**config.mk**
```make
export PLATFORM = sky130hd
export DESIGN_NAME = ascii_hex_accum
export DESIGN_NICKNAME = d
export VERILOG_FILES = /design/src/rtl/ascii_hex_accum.sv
export SDC_FILE = /design/constraint.sdc
export NUM_CORES = 1
export LEC_CHECK = 0
export CAP_MARGIN = 20
export CORE_UTILIZATION = 40
export CTS_BUF_LIST = sky130_fd_sc_hd__clkbuf_2
export DETAILED_ROUTE_END_ITERATION = 6
export GPL_ROUTABILITY_DRIVEN = 0
export PLACE_DENSITY_LB_ADDON = 0.15
export SETUP_SLACK_MARGIN = 0.3
export SYNTH_ARGS = -nofsm -noshare
export SYNTH_HDL_FRONTEND = slang
export SYNTH_SLANG_ARGS = --single-unit
```
**constraint.sdc**
```tcl
create_clock -name clk -period 8 [get_ports clk]
set_clock_uncertainty 0.15 [all_clocks]
set_input_delay 2.4 -clock clk [delete_from_list [all_inputs] [get_ports clk]]
set_output_delay 2.4 -clock clk [all_outputs]
set_load 0.05 [all_outputs]
```
**src/rtl/ascii_hex_accum.sv**
```systemverilog
// ASCII-hex character stream to binary word accumulator with valid/ready on both sides.
// Optional HEX_UPPER_EN: when defined, 'A'-'F' decode like 'a'-'f'; otherwise they are invalid.
module ascii_hex_accum #(
    parameter int unsigned DIGITS    = 8,
    parameter logic [7:0]  TERM_CHAR = 8'h0D,
    localparam int unsigned W        = 4 * DIGITS,
    localparam int unsigned CW       = $clog2(DIGITS + 1)
) (
    input  logic          clk,
    input  logic          rst,
    input  logic [7:0]    char_in,
    input  logic          char_valid,
    output logic          char_ready,
    output logic [W-1:0]  word_out,
    output logic          word_valid,
    input  logic          word_ready,
    output logic [CW-1:0] digit_count,
    output logic          err
);

    typedef enum logic {ST_ACCUM, ST_OUT} state_t;
    typedef enum logic [1:0] {CH_DIGIT, CH_TERM, CH_BAD} char_kind_t;

    localparam logic [CW-1:0] LAST_DIGIT = CW'(DIGITS - 1);

    state_t        state_q, state_d;
    logic [W-1:0]  acc_q, acc_d;
    logic [W-1:0]  word_q, word_d;
    logic          word_valid_q, word_valid_d;
    logic [CW-1:0] cnt_q, cnt_d;
    logic          err_q, err_d;
    logic          ready_q, ready_d;

    char_kind_t    kind;
    logic [3:0]    nibble;
    logic [W-1:0]  acc_shift;
    logic          accept;

    // NOTE: every signal assigned in always_comb gets a default first so no latch is inferred.
    always_comb begin
        kind   = CH_BAD;
        nibble = 4'h0;
        if (char_in >= 8'h30 && char_in <= 8'h39) begin
            kind   = CH_DIGIT;
            nibble = char_in[3:0];
        end else if (char_in >= 8'h61 && char_in <= 8'h66) begin
            kind   = CH_DIGIT;
            nibble = char_in[3:0] + 4'd9;
        end
`ifdef HEX_UPPER_EN
        else if (char_in >= 8'h41 && char_in <= 8'h46) begin
            kind   = CH_DIGIT;
            nibble = char_in[3:0] + 4'd9;
        end
`endif
        else if (char_in == TERM_CHAR) begin
            kind = CH_TERM;
        end
    end

    // Shift form written so that a single-digit word (W == 4) is still legal.
    assign acc_shift = (acc_q << 4) | W'(nibble);
    assign accept    = char_valid & ready_q;

    always_comb begin
        state_d      = state_q;
        acc_d        = acc_q;
        word_d       = word_q;
        word_valid_d = word_valid_q;
        cnt_d        = cnt_q;
        err_d        = 1'b0;
        ready_d      = ready_q;
        case (state_q)
            ST_ACCUM: begin
                ready_d = 1'b1;
                if (accept) begin
                    case (kind)
                        CH_DIGIT: begin
                            acc_d = acc_shift;
                            cnt_d = cnt_q + CW'(1);
                            if (cnt_q == LAST_DIGIT) begin
                                word_d       = acc_shift;
                                word_valid_d = 1'b1;
                                ready_d      = 1'b0;
                                state_d      = ST_OUT;
                            end
                        end
                        CH_TERM: begin
                            // A terminator with nothing collected is silently dropped.
                            if (cnt_q != '0) begin
                                word_d       = acc_q;
                                word_valid_d = 1'b1;
                                ready_d      = 1'b0;
                                state_d      = ST_OUT;
                            end
                        end
                        default: begin
                            err_d = 1'b1;
                            acc_d = '0;
                            cnt_d = '0;
                        end
                    endcase
                end
            end
            ST_OUT: begin
                ready_d = 1'b0;
                if (word_ready) begin
                    word_valid_d = 1'b0;
                    acc_d        = '0;
                    cnt_d        = '0;
                    ready_d      = 1'b1;
                    state_d      = ST_ACCUM;
                end
            end
            default: begin
                state_d = ST_ACCUM;
            end
        endcase
    end

    // NOTE: sequential state uses non-blocking assignments so all flops update together.
    always_ff @(posedge clk or posedge rst) begin
        if (rst) begin
            state_q      <= ST_ACCUM;
            acc_q        <= '0;
            word_q       <= '0;
            word_valid_q <= 1'b0;
            cnt_q        <= '0;
            err_q        <= 1'b0;
            ready_q      <= 1'b0;
        end else begin
            state_q      <= state_d;
            acc_q        <= acc_d;
            word_q       <= word_d;
            word_valid_q <= word_valid_d;
            cnt_q        <= cnt_d;
            err_q        <= err_d;
            ready_q      <= ready_d;
        end
    end

    assign char_ready  = ready_q;
    assign word_out    = word_q;
    assign word_valid  = word_valid_q;
    assign digit_count = cnt_q;
    assign err         = err_q;

endmodule

```
* Yosys cells after proc, flatten, opt, wreduce, memory -nomap -nowiden
Cells that the tools add are included.
Storage, ports and cells: register bits 72, input bits 12, output and inout bits 39, logic and storage cells 73
Operators by class: add/sub/neg operators 2, magnitude comparators 4, equality and inequality tests 11, muxes and demuxes 37, bitwise operators 3, reductions and logical operators 9
Operators with widths (number):
- $pmux 32 s2 | 3
- $mux 32 | 4
- $or 32x4->32 | 1
- $mux 4 | 4
- $pmux 4 s2 | 2
- $mux 1 | 15
- $pmux 1 s2 | 6
- $ne 2x2->1 const B | 5
- $reduce_and 5->1 | 2
- $eq 8x4->1 const B | 1
- $ge 8x6->1 const B | 1
- $ge 8x7->1 const B | 1
- $le 8x6->1 const B | 1
- $le 8x7->1 const B | 1
- $mux 2 | 3
- $ne 3x3->1 const B | 2
- $add 4x1->4 const B | 1
- $add 4x4->4 const B | 1
- $eq 4x3->1 const B | 1
- $reduce_bool 4->1 | 1
- $ne 3x1->1 const B | 1
- $reduce_and 3->1 | 1
- $eq 2x1->1 const B | 1
- $logic_and 1x1->1 | 2
- other kinds (5) | 5

* Depth between registers and ports, before layout
depth after elaboration 9, gate-level depth with buffers 8, depth with buffers taken out 7

* Least setup slack after synthesis
No wires, ideal clock.
path kind input-to-reg, start point input char_in[0], end point register word_q[10] (netlist: word_out[10]), library setup time 0.125 ns, arrival time 4.284 ns, data required time 7.725 ns, setup slack 3.441 ns, stages on the path 8, path buffers 1, path through inv_1 -> ha_1 -> nor3b_1 -> and4bb_4 -> nor2_2 -> o41ai_4 -> buf_6 -> mux2_4
Between the ends: word-level cells in the longest chain between the ends 7, elaborated cells between the ends (all ways) 17, those cells by class order compare: 4; eq/ne: 4; mux: 4; reduce/logical: 5
Ends and longest elaborated chain:
- start, declared | line 11 | input logic [7:0] char_in,
- $ge 8x7->1, or another cell as far along | line 46 | end else if (char_in >= 8'h61 && char_in <= 8'h66) begin
- $logic_and 1x1->1 or $mux 2 (tied branches) | line 46, 56
- $mux 2 | line 46
- $mux 2 * | line 43 | if (char_in >= 8'h30 && char_in <= 8'h39) begin
- $eq 2x1->1 or $logic_not 2->1 (tied branches) | line 77 | case (kind)
- $ne 2x2->1 (no line) or $reduce_bool 2->1 (tied branches)
- $reduce_and 5->1 (no line)
- end signal, assigned | line 134 | word_q <= word_d;
- end, declared | line 28 | logic [W-1:0] word_q, word_d;
Mark *: on every way between the ends. The rest lies on a longest branch, timed or not. A chain may end at the register's enable or synchronous reset.

* Worst setup path in the final report
start point input char_in[0], end point register word_q[4] (netlist: word_out[4])
The elaborated chain is that of the path after synthesis.

==> reports/metrics.csv <==
stage,metric,value,unit
cts,cts.clk_slew.worst_paths,170,ps
cts,cts.hold.buffers_added,0,
drt,drt-total-wl,7.35,mm
grt,first_global_vias,2519,
die,die_x,95.6,um
placed_design,port-buffer-count,50,
synthesis,ranking_of_synthesized_cells_by_area,"sky130_fd_sc_hd__dfrtp_1, sky130_fd_sc_hd__nand2_1, sky130_fd_sc_hd__mux2_4",
die,starting_density_of_the_core,0.420,
drt,post_drt_wl_per_cell,14.0,um
power_and_ir_drop,finalPower,607,uW
grt,groute.usage.overall,0.178,
cts,cts-htree-levels,3,
flow_run,max_cap_viol_count,0,
synthesis,netlist_area,0.00351,mm2
cts,tritoncts,yes,
synthesis,synth.avg_cell_area,9.58,um2
critical_path,endpoint_kind,flop,
sta,fin_tns_setup,0,ps
cts,clock_sinks,72,
cts,post_cts.resized_instances,0,
critical_path,critPathMaxFanout,20,
cts,cts_buffer_depth,2,
sta,timing.max_slew.rel_slack,0.338,
synthesis,yosys_warnings,0,
cts,cts.root.buffer_cell,sky130_fd_sc_hd__clkbuf_2,
drt,drcViolationCount,0,
critical_path,ff2ff_setup_slack,5820,ps
sta,period_minus_slack,4730,ps
grt,grtUsageMet2,0.274,
sta,post-route-period-util,0.591,
grt,antenna_found_initial,0,
cts,cts_made_buffers,9,
synthesis,yosysTopAreaCellShare,0.514,
synthesis,cell_taking_the_most_area_after_synthesis,sky130_fd_sc_hd__dfrtp_1,
sta,finalSetupViolCount,0,
synthesis,synth-seq-cells,72,
sta,timing_hold_violations_final,0,
die,design.die.area,0.00915,mm2
drt,drt_iter0_drc,153,
synthesis,yosys.cell_types.count,41,
placed_design,dpl_hpwl,4.72,mm
grt,grt_pass1_wl,12.3,mm
critical_path,critPathArrivalTime,4960,ps
grt,use_met3,0.0351,
drt,post_drt_via_cell_ratio,5.05,
grt,grt_remaining_overflow,0,
die,placeableCoreArea,0.00834,mm2
die,die_height,95.6,um
grt,grt_start_max_net_pins,73,
layout,areaGrowthSynthToFinish,20.3,%
synthesis,netlist_instances,366,
cts,clock_insertion_delay_worst_skew,500,ps
sta,number_of_max_slew_violations_in_the_final_report,0,
power_and_ir_drop,total_leakage_power,2.00,nW
grt,use_met1,0.248,
synthesis,sequential_element_share_of_the_synthesized_area,0.514,
power_and_ir_drop,power_density,144,mW/mm2
sta,timing.fmax,0.212,GHz
layout,fillers,797,
critical_path,timing.setup.critical_path_class,input port to flop,
critical_path,data_required_time_at_the_worst_endpoint,8240,ps
drt,antenna_nets_post_route,0,
outcome,status,"finished, final reports clean",
placed_design,post-place-cells,509,
hold_path,min_path_type,flop to flop,
layout,diodes,0,
die,io_pins,51,
die,num_rows,33,
sta,grt_setup_unrepaired,false,
drt,dr.pass1.iters,5,
layout,final_net_count,432,
drt,dr_total_vias,2652,
synthesis,synthesis.nets,383,
grt,grt_most_used_layer,met2,
sta,worstMarginPinSlew,988,ps
power_and_ir_drop,irDropWorstVdd,98.8,uV
layout,stdcell_count,525,
sta,fin_hold_ws,358,ps
cts,post_cts.repair.setup_buffers,0,
layout,post_route_cells_drive_above_1_share,0.140,
critical_path,critical_path.startpoint_type,input port,
[per-stage QoR]
stage / instance area (um2) / setup slack (ps) / utilization
5_1_grt: 4220 / 3140 / 0.506
4_1_cts: 4220 / 3300 / 0.506
6_report: 4220 / 3270 / 0.506
3_5_place_dp: 4110 / 2760 / 0.493
2_1_floorplan: 3510 / 3440 / -
3_3_place_gp: 4110 / 2850 / 0.493
[path summary, 6_finish.rpt]
| kind | from | endpoint | cells past startpoint |
|---|---|---|---|
| worst max-delay path | char_in[0] | word_out[4] | 9 |
| worst min-delay path | acc_q[31] | acc_q[31] | 2 |
| worst max register to register | state_q | word_out[4] | 4 |
| worst min register to register | acc_q[31] | acc_q[31] | 2 |
| max in group asynchronous | rst | acc_q[11] | 3 |
| min in group asynchronous | rst | word_out[2] | 3 |
[state kept, by name (all words and copies together), names as in the netlist]
name / cells
acc_q: 32
word_out: 32
digit_count: 4
char_ready: 1
err: 1
state_q: 1
word_valid: 1
[cell usage after synthesis, drive strengths merged]
master / instances
buf: 5
a32o: 1
nand4: 1
o31ai: 3
mux2: 31
nand2: 150
ha: 5
a211o: 1
and4bb: 1
a2bb2oi: 1
nor4b: 1
o22ai: 1
nand3b: 1
nand2b: 1
or3: 1
a21boi: 1
nor3b: 1
a21o: 3
o21bai: 2
mux2i: 3
and4: 1
nor2: 7
nand3: 3
or2: 1
a221o: 1
o41ai: 1
a21oi: 5
dfrtp: 72
nor4: 2
inv: 8
o21ai: 33
and2: 1
nand4bb: 1
clkbuf: 15
a222oi: 1
[cells in the final DEF (no fill, tap or decap), types with 6 or more instances in the layout]
cell type,instances
sky130_fd_sc_hd__nand2_1,150
sky130_fd_sc_hd__dfrtp_1,72
sky130_fd_sc_hd__clkdlybuf4s50_1,50
sky130_fd_sc_hd__o21ai_0,32
sky130_fd_sc_hd__mux2_4,20
sky130_fd_sc_hd__clkbuf_2,12
sky130_fd_sc_hd__buf_4,8
sky130_fd_sc_hd__inv_1,7
sky130_fd_sc_hd__nor2_1,6
sky130_fd_sc_hd__mux2_2,6
[logic make-up (layout without fill, tap and decap cells)]
kind of cell | count (synthesis) | in the layout | share of synthesized area
and+or+nand+nor | 173 | 173 | 0.203
DFF | 72 | 72 | 0.514
AOI/OAI and AO/OA | 54 | 54 | 0.0999
muxes | 34 | 34 | 0.130
buffers and inverters | 28 | 82 | 0.0364
adders and majority gates | 5 | 5 | 0.0178
[power by group]
group	total [mW]	switching, mW	internal [mW]	leakage [nW]
Combinational	0.0401	0.0272	0.0128	0.939
Clock	0.199	0.125	0.0748	0.0757
Sequential	0.367	0.00157	0.366	0.988
[metal layers]
metal,wire length [um],part of all wire,up-vias
met2,3410,0.46,64
met4,31,0.0042,0
met1,3580,0.49,1279
met5,0,0,-
li1,-,-,1307
met3,323,0.044,2
[cell type report]
type,count,area (um2),share of cell area
timing repair buffer,58,561,0.133
tap,105,131,0.0311
inverter,8,30.0,0.00712
clock inverter,4,45.0,0.0107
sequential,72,1800,0.427
clock buffer,12,60.1,0.0142
multi-input combinational,266,1590,0.377
[worst max-delay path, cell delays in order]
cell and delay (ps):
sky130_fd_sc_hd__clkdlybuf4s50_1 530, sky130_fd_sc_hd__inv_1 100, sky130_fd_sc_hd__ha_1 230, sky130_fd_sc_hd__nor3b_1 140, sky130_fd_sc_hd__and4bb_4 390, sky130_fd_sc_hd__nor2_2 60, sky130_fd_sc_hd__o41ai_4 340, sky130_fd_sc_hd__buf_4 370
sky130_fd_sc_hd__mux2_2 380
Note: power is estimated with default switching activity, not from simulation.
